File: src/rtl/dmux_seq_pkg.sv
// Shared definitions for the byte-to-demux frame sequencer.
//   state_t : sequencer FSM states (IDLE, SEND, DONE)
//   CH_NUM  : number of demux channels (one per data bit)
//   SEL_W   : width of the demux channel select
package dmux_seq_pkg;

  localparam int CH_NUM = 8;
  localparam int SEL_W  = 3;

  typedef enum logic [1:0] {
    IDLE = 2'd0,
    SEND = 2'd1,
    DONE = 2'd2
  } state_t;

  // Even parity across data plus parity bit; a 1 means the byte is corrupt.
  function automatic logic parity_bad(input logic [CH_NUM-1:0] data, input logic par);
    return ^{data, par};
  endfunction

endpackage

File: src/rtl/dmux_frame_seq.sv
// dmux_frame_seq: accepts one byte per frame and serialises it, bit k on
// channel k, as (sel, i) pairs driving an external 1:8 demux.
// Optional build macro: DMUX_SEQ_PARITY_EN adds in_par / parity_err.
// Ports:
//   clk, rst        : clock, asynchronous active-high reset
//   in_valid/in_ready/in_data : byte handshake input
//   hold            : downstream stall, freezes sel and the bit counter
//   in_par          : (parity build) even-parity bit for in_data
//   parity_err      : (parity build) one-cycle pulse, byte dropped
//   sel, i          : demux select and data bit (registered)
//   out_valid       : sel/i carry a real bit this cycle
//   done            : one-cycle pulse after the last bit of a frame
module dmux_frame_seq
  import dmux_seq_pkg::*;
(
  input  logic              clk,
  input  logic              rst,
  input  logic              in_valid,
  output logic              in_ready,
  input  logic [CH_NUM-1:0] in_data,
  input  logic              hold,
`ifdef DMUX_SEQ_PARITY_EN
  input  logic              in_par,
  output logic              parity_err,
`endif
  output logic [SEL_W-1:0]  sel,
  output logic              i,
  output logic              out_valid,
  output logic              done
);

  state_t             state;
  logic [SEL_W-1:0]   cnt;
  logic [CH_NUM-1:0]  byte_q;
  logic               hs;
  logic               accept;

  // in_ready is forced low during reset so upstream never sees a phantom
  // acceptance while the block is held.
  assign in_ready = !rst && (state != SEND);
  assign hs       = in_valid && in_ready;

`ifdef DMUX_SEQ_PARITY_EN
  logic bad;
  assign bad    = hs && parity_bad(in_data, in_par);
  assign accept = hs && !bad;
`else
  assign accept = hs;
`endif

  always_ff @(posedge clk or posedge rst) begin
    if (rst) begin
      state      <= IDLE;
      cnt        <= '0;
      byte_q     <= '0;
      sel        <= '0;
      i          <= 1'b0;
      out_valid  <= 1'b0;
      done       <= 1'b0;
`ifdef DMUX_SEQ_PARITY_EN
      parity_err <= 1'b0;
`endif
    end else begin
      // Pulse-style outputs default low; sel keeps its last value.
      i         <= 1'b0;
      out_valid <= 1'b0;
      done      <= 1'b0;
`ifdef DMUX_SEQ_PARITY_EN
      parity_err <= bad;
`endif
      case (state)
        IDLE: begin
          if (accept) begin
            byte_q <= in_data;
            cnt    <= '0;
            state  <= SEND;
          end
        end
        SEND: begin
          if (!hold) begin
            sel       <= cnt;
            i         <= byte_q[cnt];
            out_valid <= 1'b1;
            // Counter parks at the last channel rather than wrapping;
            // the next handshake clears it.
            if (cnt == SEL_W'(CH_NUM - 1)) state <= DONE;
            else                           cnt   <= cnt + 1'b1;
          end
        end
        DONE: begin
          done <= 1'b1;
          if (accept) begin
            byte_q <= in_data;
            cnt    <= '0;
            state  <= SEND;
          end else begin
            state  <= IDLE;
          end
        end
        default: state <= IDLE;
      endcase
    end
  end

endmodule

File: config.mk
export PLATFORM = sky130hd
export DESIGN_NAME = dmux_frame_seq
export DESIGN_NICKNAME = d
export VERILOG_FILES = /design/src/rtl/dmux_seq_pkg.sv /design/src/rtl/dmux_frame_seq.sv
export SDC_FILE = /design/constraint.sdc
export NUM_CORES = 1
export LEC_CHECK = 0
export CORE_AREA = 2 2 42 44
export DETAILED_ROUTE_END_ITERATION = 12
export DIE_AREA = 0 0 44 46
export DONT_BUFFER_PORTS = 1
export PLACE_DENSITY_LB_ADDON = 0.25
export SYNTH_ARGS = -nofsm -noshare
export SYNTH_HDL_FRONTEND = slang
export SYNTH_SLANG_ARGS = --single-unit
File: constraint.sdc
create_clock -name clk -period 2.1 [get_ports clk]
set_input_delay 0.525 -clock clk [delete_from_list [all_inputs] [get_ports clk]]
set_output_delay 0.525 -clock clk [all_outputs]
set_load 0.005 [all_outputs]
# Word-level counts from Yosys, hierarchy flattened
# Cells that the tools add are included.
# W data, S select, Z words.
dict set report totals {
  reg_bits 19
  latch_bits 0
  ram_bits 0
  mem_bits_ro 0
  out_inout_bits 7
  mem_count 0
}
dict set report op_classes {
  addsub 1
  multipliers 0
  div 0
  magnitude_cmp 1
  n_eq_ne 9
  shift 0
  mux 16
  n_bitwise 1
  n_reduce_logical 10
}
# cell n
set ops {}
lappend ops {{$mux W3} 3}
lappend ops {{$ne A2 B2 Y1 const B} 4}
lappend ops {{$mux W1} 7}
lappend ops {{$mux W2} 3}
lappend ops {{$pmux W2 S3} 1}
lappend ops {{$pmux W3 S2} 1}
lappend ops {{$lt A3 B4 Y1 const B} 1}
lappend ops {{$ne A2 B1 Y1 const B} 2}
lappend ops {{$reduce_and A2 Y1} 2}
lappend ops {{$reduce_and A4 Y1} 1}
lappend ops {{$add A3 B1 Y3 const B} 1}
lappend ops {{$bmux W1 S3} 1}
lappend ops {{$eq A3 B3 Y1 const B} 1}
lappend ops {{$reduce_and A3 Y1} 1}
lappend ops {{$eq A2 B1 Y1 const B} 1}
lappend ops {{$eq A2 B2 Y1 const B} 1}
lappend ops {{$logic_and A1 B1 Y1} 2}
lappend ops {{$logic_not A2 Y1} 1}
lappend ops {{$reduce_bool A2 Y1} 1}
lappend ops {{$reduce_or A2 Y1} 1}
lappend ops {{$logic_not A1 Y1} 1}
lappend ops {{$not A1 Y1} 1}

# Depth between registers and ports, before layout
dict set report depth {
  depth_word 5
  ltp_mapped 5
  depth_no_buf 5
}

# Worst setup path after synthesis
# No wires, ideal clock.
dict set report synth_timing {
  kind {input-to-output}
  from {in rst}
  to {out in_ready}
  t_arrival_ns 1.161
  path_slack_ns 0.414
  stages 2
  n_path_buf 0
  cell_sequence {inv_1 > and2_1}
}
dict set report synth_between {
  elab_chain_cells 2
}
# item line
set synth_lines {}
lappend synth_lines {{start, declared} dmux_frame_seq.sv:17} ;# input logic rst,
lappend synth_lines {{$logic_not A1 Y1 (no line)} n/a}
lappend synth_lines {{$logic_and A1 B1 Y1} dmux_frame_seq.sv:40} ;# assign in_ready = !rst && (state != SEND);
lappend synth_lines {{end, declared} dmux_frame_seq.sv:19} ;# output logic in_ready,
# No other way between the ends.

# Worst setup path after layout
dict set report layout_timing {
  from {reg state[1]}
  to {out in_ready}
}
dict set report layout_between {
  elab_chain_cells 2
}
# item line
set layout_lines {}
lappend layout_lines {{start, declared} dmux_frame_seq.sv:32} ;# state_t state;
lappend layout_lines {{start signal, assigned} dmux_frame_seq.sv:53} ;# state <= IDLE;
lappend layout_lines {{start signal, assigned} dmux_frame_seq.sv:76} ;# state <= SEND;
lappend layout_lines {{start signal, assigned} dmux_frame_seq.sv:86} ;# if (cnt == SEL_W'(CH_NUM - 1)) state <= DONE;
lappend layout_lines {{$ne A2 B1 Y1} dmux_frame_seq.sv:40}
lappend layout_lines {{$logic_and A1 B1 Y1} dmux_frame_seq.sv:40}
# No other way between the ends.

==> impl_metrics.tcl <==
set metrics [dict create \
    grt_overflow 0 \
    grt_max_degree 20 \
    post_cts_buffers 0 \
    coreArea_um2 1610 \
    ys_ff_latch 19 \
    period_minus_slack_ns 1.70 \
    cts-buffers-inserted 3 \
    n_fill_cell 138 \
    die-area_um2 2020 \
    clock-sinks 19 \
    path_cells "nand2b_2 > and2_1" \
    final_cell_count_no_fill 77 \
    drc 0 \
    insertion_delay_ns 0.30 \
    final_hold_viol_count 0 \
    antenna_found_initial 0 \
    max_freq_ghz 0.587 \
    port_buffers 0 \
    viasPerCell 5.84 \
    ys_seq_area_share_pct 56.5 \
    irDropWorstVdd_mv 0.527 \
    status "finished, final reports clean" \
    path_max_fanout 5 \
    ctsHoldBuffers 0 \
    hp-class "primary input to async pin" \
    cpPeakStageDelay_ns 0.44 \
    yosysWarnings 0 \
    cts_resized 0 \
    syn_area_per_cell_um2 15.3 \
    tritoncts "yes" \
    p_leak_uw 0.000437 \
    crit_arrival_ns 1.18 \
    clockBufferDepth 2 \
    routedWlPerCell_um 15.8 \
    tns_ns 0 \
    grt_use_total_pct 14.8 \
    die_w_um 44 \
    nNetsFinal 75 \
    power_uw 1130 \
    synth_top_area_share_pct 56.5 \
    crit_start "state[1]" \
    slew_viol_final 0 \
    synth_area_um2 841 \
    cts_root_buf "clkbuf_4" \
    initial_utilization_pct 52.1 \
    worstRegToRegCells 5 \
    skew_ns 0.00497 \
    yosys-top-cells-area "dfrtp_1 57%, mux2_2 15%, mux4_1 6.3%" \
    maxCapViolations 0 \
    yosysTopAreaCell "dfrtp_1" \
    grt_pass1_wl_mm 2.05 \
    worst_slew_pin_slew_ns 0.302 \
    dr.pass1.iters 1 \
    r2r_start "cnt[1]" \
    grt_pass1_vias 469 \
    dp_hpwl_um 916 \
    first_iter_violations 0 \
    yosys.cell_types.count 19 \
    critPathLaunchType "flop" \
    n_antenna_cell 0 \
    holdWs_ns 0.139 \
    placed_cells 73 \
    rsz0062_at_grt "no" \
    io_pins 19 \
    synth_nets 69 \
    finalSetupViolCount 0 \
    crit_type "flop to primary output" \
    area_growth_pct 6.70 \
    htreeDepth 1 \
    pwr_density_cell_nw_per_um2 1260 \
    rows 15 \
    relSlewSlack_pct 79.8 \
    wl_mm 1.22 \
    chipHeight_um 46 \
    crit_slowest_cell "dfrtp_1" \
    cp-end-kind "primary output" \
    syn-instance-count 55 \
    finalCritPeriodShare_pct 81.1 \
    drive_gt1_share_pct 36.7 \
    path_clk_slew_ns 0.11 \
    vias 450 \
    globalplace.congestion 0.688 \
    ant_nets 0 \
    cp.required_ns 1.57 \
]
==> synthesized netlist by cell type <==
master / number
nor3_1: 2
nor2_1: 1
nor3b_2: 1
nand2b_2: 1
mux4_1: 2
and2_1: 1
and3_1: 2
mux2i_1: 1
dfrtp_1: 19
ha_1: 2
o21bai_1: 1
nor2b_1: 3
inv_1: 2
a21o_1: 2
mux2_2: 11
buf_4: 1
a21o_2: 1
nor2_4: 1
nor4b_4: 1
==> power by group <==
part,internal [uW],switching (uW),leakage (uW)
sequential,512,100,0.000236
clock,71.0,113,0.0000177
combinational,213,118,0.000183
==> cell families (layout without fill, tap and decap cells) <==
logic type | Yosys count | count (layout) | share of synthesized area, %
adders and majority gates | 2 | 2 | 2.98
and+or+nand+nor | 13 | 13 | 12.8
AOI/OAI and AO/OA | 4 | 4 | 3.72
muxes | 14 | 14 | 22.2
DFF | 19 | 19 | 56.5
buffers and inverters | 3 | 8 | 1.79
==> flip-flops by register name (all words and copies together) (netlist names) <==
register,count
sel,3
done,1
cnt,3
byte_q,8
i,1
state,2
out_valid,1
==> path summary, 6_finish.rpt <==
| path | to | slack (ns) |
|---|---|---|
| max | in_ready | 0.40 |
| min | sel[0] | 0.14 |
| max reg2reg | cnt[2] | 0.52 |
| min reg2reg | byte_q[1] | 0.51 |
| max in group asynchronous | byte_q[0] | 1.76 |
| min in group clk | out_valid | 0.28 |
==> per-layer routing <==
layer  up-vias  global-route usage [%]  wire length [um]
li1        210                       -                 -
met1       223                    18.7               534
met2        13                    21.8               597
met3         4                    2.78                53
met4         0                    12.7                30
met5         -                       0                 0
==> area by class of cell <==
cell class	instances	area, um^2	share of cell area [%]
clock inverter	1	5.00	0.558
multi-input combinational	33	350	39.1
inverter	2	7.51	0.837
sequential	19	475	53.0
tap	17	21.3	2.37
clock buffer	3	22.5	2.51
timing repair buffer	2	15.0	1.67
==> critical path, delay by kind of cell, from the launching register on <==
kind / cells / cell delay, ns
DFF: 1 / 0.44
and+or+nand+nor: 2 / 0.44
==> through the flow <==
step | area [um^2] | utilization, % | setup WS (ns)
6_report | 897 | 55.6 | 0.396
5_1_grt | 897 | 55.6 | 0.338
4_1_cts | 897 | 55.6 | 0.372
3_5_place_dp | 870 | 53.9 | 0.529
3_3_place_gp | 870 | 53.9 | 0.577
2_1_floorplan | 841 | - | 0.414
==> layout by cell type, fill, tap and decap left out, drive strengths merged <==
cell type,synthesis,final
a21o,3,3
and2,1,1
and3,2,2
buf,1,2
clkbuf,0,3
clkinv,0,1
dfrtp,19,19
ha,2,2
inv,2,2
mux2,11,11
mux2i,1,1
mux4,2,2
nand2b,1,1
nor2,2,2
nor2b,3,3
nor3,2,2
nor3b,1,1
nor4b,1,1
o21bai,1,1
(Power assumes the default switching activity.)
